**config.mk**
```make
export PLATFORM = sky130hd
export DESIGN_NAME = seg7_scanner
export DESIGN_NICKNAME = d
export VERILOG_FILES = /design/src/rtl/seg7_scanner.sv
export SDC_FILE = /design/constraint.sdc
export NUM_CORES = 1
export LEC_CHECK = 0
export CORE_ASPECT_RATIO = 0.6
export CORE_UTILIZATION = 49
export CTS_CLUSTER_DIAMETER = 200
export DETAILED_ROUTE_END_ITERATION = 16
export PLACE_DENSITY = 0.78
export RECOVER_POWER = 100
export SKIP_LAST_GASP = 1
export SLEW_MARGIN = 10
export SYNTH_ARGS = -nofsm -noshare
export SYNTH_HDL_FRONTEND = slang
export SYNTH_SLANG_ARGS = --single-unit
```
**constraint.sdc**
```tcl
create_clock -name clock -period 5.5 [get_ports clock]
set_input_delay 1.375 -clock clock [delete_from_list [all_inputs] [get_ports clock]]
set_output_delay 1.375 -clock clock [all_outputs]
set_load 0.03 [all_outputs]
```
**src/rtl/seg7_scanner.sv**
```systemverilog
`timescale 1ns/1ps
// Time-multiplexed 8-digit common-anode 7-segment driver: per-frame snapshot,
// leading-zero blanking, 16-level PWM dimming, registered active-low outputs.
module seg7_scanner #(
    parameter int unsigned PRESCALE = 100000
) (
    input  logic        clock,
    input  logic        reset_n,
    input  logic [27:0] disp_data,
    input  logic [6:0]  dp_mask,
    input  logic        blank_lz,
    input  logic        freeze,
    input  logic [3:0]  brightness,
    output logic [6:0]  seg_n,
    output logic        dp_n,
    output logic [7:0]  an_n
);

    localparam int unsigned CW   = $clog2(PRESCALE);
    localparam int unsigned TW   = $clog2(PRESCALE + 1);
    localparam int unsigned STEP = PRESCALE / 16;
    localparam logic [CW-1:0] CNT_MAX = CW'(PRESCALE - 1);

    logic [CW-1:0] r_cnt;
    logic [2:0]    r_slot;
    logic [27:0]   r_shd_data;
    logic [6:0]    r_shd_dp;
    logic [3:0]    r_shd_brt;

    logic          w_cnt_wrap;
    logic          w_snap;
    logic [TW-1:0] w_thr;
    logic [27:0]   w_upper;
    logic [7:0]    w_dp_ext;
    logic          w_lz;
    logic          w_on;
    logic [7:0]    w_an_nxt;
    logic [6:0]    w_seg_nxt;
    logic          w_dp_nxt;

    function automatic logic [6:0] hex_seg(input logic [3:0] d);
        logic [6:0] s;
        case (d)
            4'h0: s = 7'h40;
            4'h1: s = 7'h79;
            4'h2: s = 7'h24;
            4'h3: s = 7'h30;
            4'h4: s = 7'h19;
            4'h5: s = 7'h12;
            4'h6: s = 7'h02;
            4'h7: s = 7'h78;
            4'h8: s = 7'h00;
            4'h9: s = 7'h10;
            4'hA: s = 7'h08;
            4'hB: s = 7'h03;
            4'hC: s = 7'h46;
            4'hD: s = 7'h21;
            4'hE: s = 7'h06;
            default: s = 7'h0E;
        endcase
        return s;
    endfunction

    assign w_cnt_wrap = (r_cnt == CNT_MAX);
    assign w_snap     = w_cnt_wrap && (r_slot == 3'd7);

    // Slot/cycle counters; slot 7 is the dark slot of each frame.
    always_ff @(posedge clock or negedge reset_n) begin
        if (!reset_n) begin
            r_cnt  <= '0;
            r_slot <= '0;
        end else if (w_cnt_wrap) begin
            r_cnt  <= '0;
            r_slot <= r_slot + 3'd1;
        end else begin
            r_cnt  <= r_cnt + CW'(1);
        end
    end

    // Frame snapshot at the last cycle of the dark slot keeps each frame tear-free.
    always_ff @(posedge clock or negedge reset_n) begin
        if (!reset_n) begin
            r_shd_data <= '0;
            r_shd_dp   <= '0;
            r_shd_brt  <= '0;
        end else if (w_snap) begin
            r_shd_brt <= brightness;
            if (!freeze) begin
                r_shd_data <= disp_data;
                r_shd_dp   <= dp_mask;
            end
        end
    end

    // phase <= brt  is equivalent to  cnt < (brt+1)*STEP, avoiding a divider.
    assign w_thr    = TW'((32'(r_shd_brt) + 32'd1) * STEP);
    assign w_upper  = r_shd_data >> {r_slot, 2'b00};
    assign w_dp_ext = {1'b0, r_shd_dp};
    assign w_lz     = blank_lz && (r_slot != 3'd0) && (w_upper == 28'd0);
    assign w_on     = (r_slot != 3'd7) && (r_cnt != '0) && (TW'(r_cnt) < w_thr) && !w_lz;

    always_comb begin
        w_an_nxt  = 8'hFF;
        w_seg_nxt = 7'h7F;
        w_dp_nxt  = 1'b1;
        if (w_on) begin
            w_an_nxt  = ~(8'd1 << r_slot);
            w_seg_nxt = hex_seg(w_upper[3:0]);
            w_dp_nxt  = ~w_dp_ext[r_slot];
        end
    end

    always_ff @(posedge clock or negedge reset_n) begin
        if (!reset_n) begin
            an_n  <= 8'hFF;
            seg_n <= 7'h7F;
            dp_n  <= 1'b1;
        end else begin
            an_n  <= w_an_nxt;
            seg_n <= w_seg_nxt;
            dp_n  <= w_dp_nxt;
        end
    end

endmodule

```
[Word level (Yosys, flattened, before mapping)]
Memories as Yosys holds them, arrays and structs flattened.
Cells that the tools add are included.
Cells by class
  add/subtract/negate cells: 3
  multipliers: 1
  div/mod/pow operators: 0
  magnitude comparators: 2
  equal/unequal tests: 3
  shift-type cells: 2
  muxes and demuxes: 6
  bitwise gates (word level): 3
  reduce and logical (&&, ||, !) cells: 11
Operators with widths (number)
  logical NOT 28 bit: 1
  right shift 28 x 5 -> 28 bit: 1
  adder 17 x 1 -> 17 bit, second input constant: 1
  equality test 17 bit, second input constant: 1
  less-than comparator 17 bit: 1
  two-way mux 17 bit: 1
  nonzero test 17 bit: 1
  multiplier 5 x 12 -> 16 bit, second input constant: 1
  two-way mux 8 bit: 1
  inverter 8 bit: 1
  << shifter 1 x 3 -> 8 bit, first input constant: 1
  two-way mux 7 bit: 1
  logical AND 1 bit: 6
  adder 4 x 1 -> 5 bit, second input constant: 1
  less-than comparator 3 x 4 -> 1 bit, second input constant: 1
  adder 3 x 1 -> 3 bit, second input constant: 1
  binary-select mux 1 bit (select 3 bit): 1
  equality test 3 bit, second input constant: 1
  inequality test 3 bit, second input constant: 1
  nonzero test 3 bit: 1
  two-way mux 1 bit: 2
  inverter 1 bit: 2
  AND reduction 2 bit: 1
  logical NOT 1 bit: 1
Storage, ports and cells
  bits in registers: 75
  latch bits: 0
  memory bits (writable): 0
  ROM bits: 112
  bits of input ports: 43
  output and inout port bits: 16
  logic and storage cells: 40
  memories: 1
Memories
  (name not given): words 16, bits a word 7, rd ports 1, clocked after Yosys merged registers in 0, wr ports 0, line 43  | case (d)

[Longest topological paths before layout]
  depth after elaboration: 6
  gate-level depth with buffers: 22

[Worst setup path before layout]
No wires, ideal clock.
  path type: register to register
  start point: reg r_shd_brt[0]
  end point: reg dp_n
  library setup time: 0.094 ns
  arrival: 4.364 ns
  path slack: 1.042 ns
  cell stages (with the launch flop): 22
  path buffers: 1
  clock period less this slack: 4.458 ns
  path through: dfrtp_1 > ha_1 > xor2_1 > ha_1 > xor2_1 > ha_1 > ha_1 > ha_1 > a211o_1 > a21oi_1 > o21ai_0 > and2_1 > a31oi_1 > xor2_1 > ha_1 > a21oi_1 > o21ai_0 > a21oi_1 > o211ai_1 > a21oi_1 > buf_2 > o211ai_1
Between the ends
  longest elaborated chain between the ends: 6
Ends and longest elaborated chain
  start: declaration: line 28  | logic [3:0] r_shd_brt;
  start signal: assignment: line 87  | r_shd_brt <= brightness;
  adder 4 x 1 -> 5 bit: line 96  | assign w_thr = TW'((32'(r_shd_brt) + 32'd1) * STEP);
  multiplier 5 x 12 -> 16 bit: line 96
  less-than comparator 17 bit: line 100  | assign w_on = (r_slot != 3'd7) && (r_cnt != '0) && (TW'(r_cnt) < w_thr) && !w_lz;
  logical AND 1 bit (2 in a row): line 100
  two-way mux 1 bit: line 106  | if (w_on) begin
  named net w_dp_nxt: line 39  | logic w_dp_nxt;
  end signal: assignment: line 121  | dp_n <= w_dp_nxt;
  end: declaration: line 15  | output logic dp_n,
The timed path passes the listed nets, and every way through them passes these cells.
A chain may end at the register's enable or synchronous reset.

[Worst setup path after layout]
  start point: reg r_shd_brt[0]
  end point: reg seg_n[0]
Between the ends
  longest elaborated chain between the ends: 6
Ends and longest elaborated chain
  adder 4 x 1 -> 5 bit: line 96
  multiplier 5 x 12 -> 16 bit: line 96
  less-than comparator 17 bit: line 100
  logical AND 1 bit (2 in a row): line 100
  two-way mux 7 bit: line 106
  named net w_seg_nxt[0]: line 38  | logic [6:0] w_seg_nxt;
  end signal: assignment: line 120  | seg_n <= w_seg_nxt;
  end: declaration: line 14  | output logic [6:0] seg_n,
The timed path passes the listed nets, and every way through them passes these cells.

==> flow_summary.ini <==
[clocking]
ctsHtreeMaxLevel = 3
cts_buffers = 9
clock-sinks = 75
cts_resized = 0
cts_tree = done
clock_path_buffers = 2
clock-root-buffer = clkbuf_16
cts_hold_buf = 0
clk_pin_slew_ps = 60
post_cts_buffers = 0
clock_latency_ps = 340

[cells_and_area]
syn2layout_area_growth_pct = 16.7
final_common_cell = ha_1
multi_input_comb_area_mm2 = 0.00276
drive_gt1_share_pct = 10.3
layout_common_cells = ha_1, dfrtp_1, clkdlybuf4s50_1
utilization_pct = 59.0
insertedDiodeCount = 0
fill_cells = 806
stdcell_count = 642
fin_nets = 606
layout.area.seq_mm2 = 0.00190

[routing]
dr.pass1.iters = 5
antenna_left = 0
wire_per_inst_um = 17.4
drc = 0
num_vias = 3649
drtIter0Drc = 302
viasPerCell = 5.68
routed_wl_um = 11200

[yosys]
synthArstFlopShare_pct = 100
synth_area_leaders = dfrtp_1, ha_1, mux2_4, dfstp_2, mux2i_1
synth_top_area_share_pct = 29.7
ys_seq_area_share_pct = 38.1
ys_warn_count = 0
synth_top_flop_cell = dfrtp_1
synth.distinct_cells = 53
syn_area_per_cell_um2 = 11.3
synth_edf_count = 0
synth_cells = 440
syn_nets = 544
ys_seq_elements = 75
synth_area_mm2 = 0.00497
yosysTopAreaCell = dfrtp_1

[pwr]
seqPwrFrac_pct = 39.4
switching_share_pct = 27.8
leakagePower_nw = 2.67
irDropWorstVdd_uv = 179
p_clk_share_pct = 39.5
netSwitchingPower_uw = 417
powerDensity_mw_per_mm2 = 259
p_comb_share_pct = 21.2
intPower_mw = 1.09

[run_status]
status = finished with violations
violations = capacitance limit, slew limit

[floorplan]
io_pins = 59
die_h_um = 80.1
rows = 28
core_mm2 = 0.00984
initial_core_util_pct = 50.5
die_width_um = 132
fp.dieArea_mm2 = 0.0106

[sta]
final_hold_viol_count = 0
finalSetupViolations = 0
timing.setup.tns_ps = 0
finalCritPeriodShare_pct = 93.2
relSlewSlack_pct = -33.9
fmax_mhz = 195
fin_crit_ps = 5130
finalMaxSlewViolations = 114
rsz0062_at_grt = false
worst_slew_pin_slew_ps = 2010
skew_ps = 9.68

[worst_setup_path]
cp_max_fo = 12
critPathLaunchType = flip-flop
cp-end-kind = flip-flop
arrival_ps = 5370
crit_required_ps = 5750
crit_type = reg2reg

[flow_run]
cap_violations = 3

[global_routing]
grt_use_total_pct = 22.8
grt_pass1_vias = 3490
grt_max_degree = 40
grt-ovfl-total = 0
grt_pass1_wl_um = 18100
antenna_found_initial = 0

[placement]
routabilityCongestion = 0.858
place_inst = 626
place_hpwl_um = 8510
port_buffers = 58

[min_path]
worstHoldPathType = reg2reg
[metrics by stage]
| step | setup slack, ps | area [um^2] | total power [mW] | hold WS [ps] |
|---|---|---|---|---|
| floorplan | 1040 | 4970 | 0.814 | 476 |
| global placement | 756 | 5650 | 0.910 | 487 |
| detailed placement | 446 | 5650 | 0.926 | 507 |
| CTS | 406 | 5950 | 1.52 | 520 |
| global route | 25.0 | 5810 | 1.57 | 508 |
| finish | 373 | 5810 | 1.50 | 503 |
[critical path, stage by stage, from the launching register on]
cell and delay [ps]:
dfrtp_1 510, ha_1 230, xor2_1 380, ha_1 290, xor2_1 180, ha_1 250, ha_1 270, ha_1 350
a211o_1 280, a21oi_1 190, o21ai_0 170, and2_1 200, a31oi_1 210, xor2_1 200, ha_1 270, a21oi_1 150
o21ai_0 140, a21oi_1 140, o211ai_1 130, a21oi_1 140, buf_4 210, o311ai_0 150
[registers in the layout (all words and copies together) (netlist names)]
signal / cells
an_n: 8
dp_n: 1
seg_n: 7
r_shd_dp: 7
r_cnt: 17
r_shd_data: 28
r_slot: 3
r_shd_brt: 4
[worst paths after layout]
kind                       cells after the start                     start                         end  slack, ps
setup / recovery                              21  r_shd_brt[0]$_DFFE_PN0P_          seg_n[0]$_DFF_PN1_        370
hold / removal                                 1   r_shd_dp[3]$_DFFE_PN0P_     r_shd_dp[3]$_DFFE_PN0P_        500
setup reg to reg                              21  r_shd_brt[0]$_DFFE_PN0P_          seg_n[0]$_DFF_PN1_        370
hold reg to reg                                1   r_shd_dp[3]$_DFFE_PN0P_     r_shd_dp[3]$_DFFE_PN0P_        500
max in group asynchronous                      2                   reset_n         r_cnt[14]$_DFF_PN0_       1240
min in group asynchronous                      1                   reset_n  r_shd_data[10]$_DFFE_PN0P_       1600
[logic make-up (layout without fill, tap and decap cells)]
logic type	Yosys count	count (layout)	share of synthesized area [%]
AO/OA/AOI/OAI	67	67	8.65
XOR/XNOR	29	29	5.11
adder cells (fa/ha/maj)	61	61	15.5
buffers and inverters	35	102	3.85
flip-flops	75	75	38.1
multiplexers	60	60	16.6
other	1	1	0.0754
AND/OR/NAND/NOR	112	112	12.1
[Yosys cell counts (5+ instances only)]
master / count
inv_1: 24
mux4_2: 5
mux2i_1: 15
xor2_1: 15
o211ai_1: 5
o21ai_0: 17
nand2_1: 28
nand3_1: 14
nor2_1: 19
xnor2_1: 14
nand4_1: 8
nor3_1: 8
a21oi_1: 15
dfrtp_1: 59
nor4_1: 7
mux2_4: 30
mux2_2: 10
ha_1: 60
a22oi_1: 5
a211oi_1: 5
dfstp_2: 16
[cell type report]
cell class	count	area share, %
multi-input combinational	330	47.5
sequential	75	32.7
timing repair buffer	62	10.3
clock buffer	12	4.24
tap	135	2.91
inverter	24	1.55
clock inverter	4	0.883
[power by group through the flow]
stage | registers, mW | logic [mW] | clock network [mW]
after floorplan | 0.608 | 0.207 | 0
after global placement | 0.601 | 0.309 | 0
after detailed placement | 0.602 | 0.324 | 0
after CTS | 0.592 | 0.328 | 0.599
after global routing | 0.593 | 0.354 | 0.628
final | 0.591 | 0.318 | 0.593
[per-layer routing]
layer  up-vias  global-route usage, %  part of all wire [%]
met5         -                      0                     0
met4         0                   6.98                   1.3
met3        15                   5.81                   6.2
met2       128                   33.5                    43
met1      1785                   32.7                    50
li1       1721                      -                     -
(Power assumes the default switching activity.)
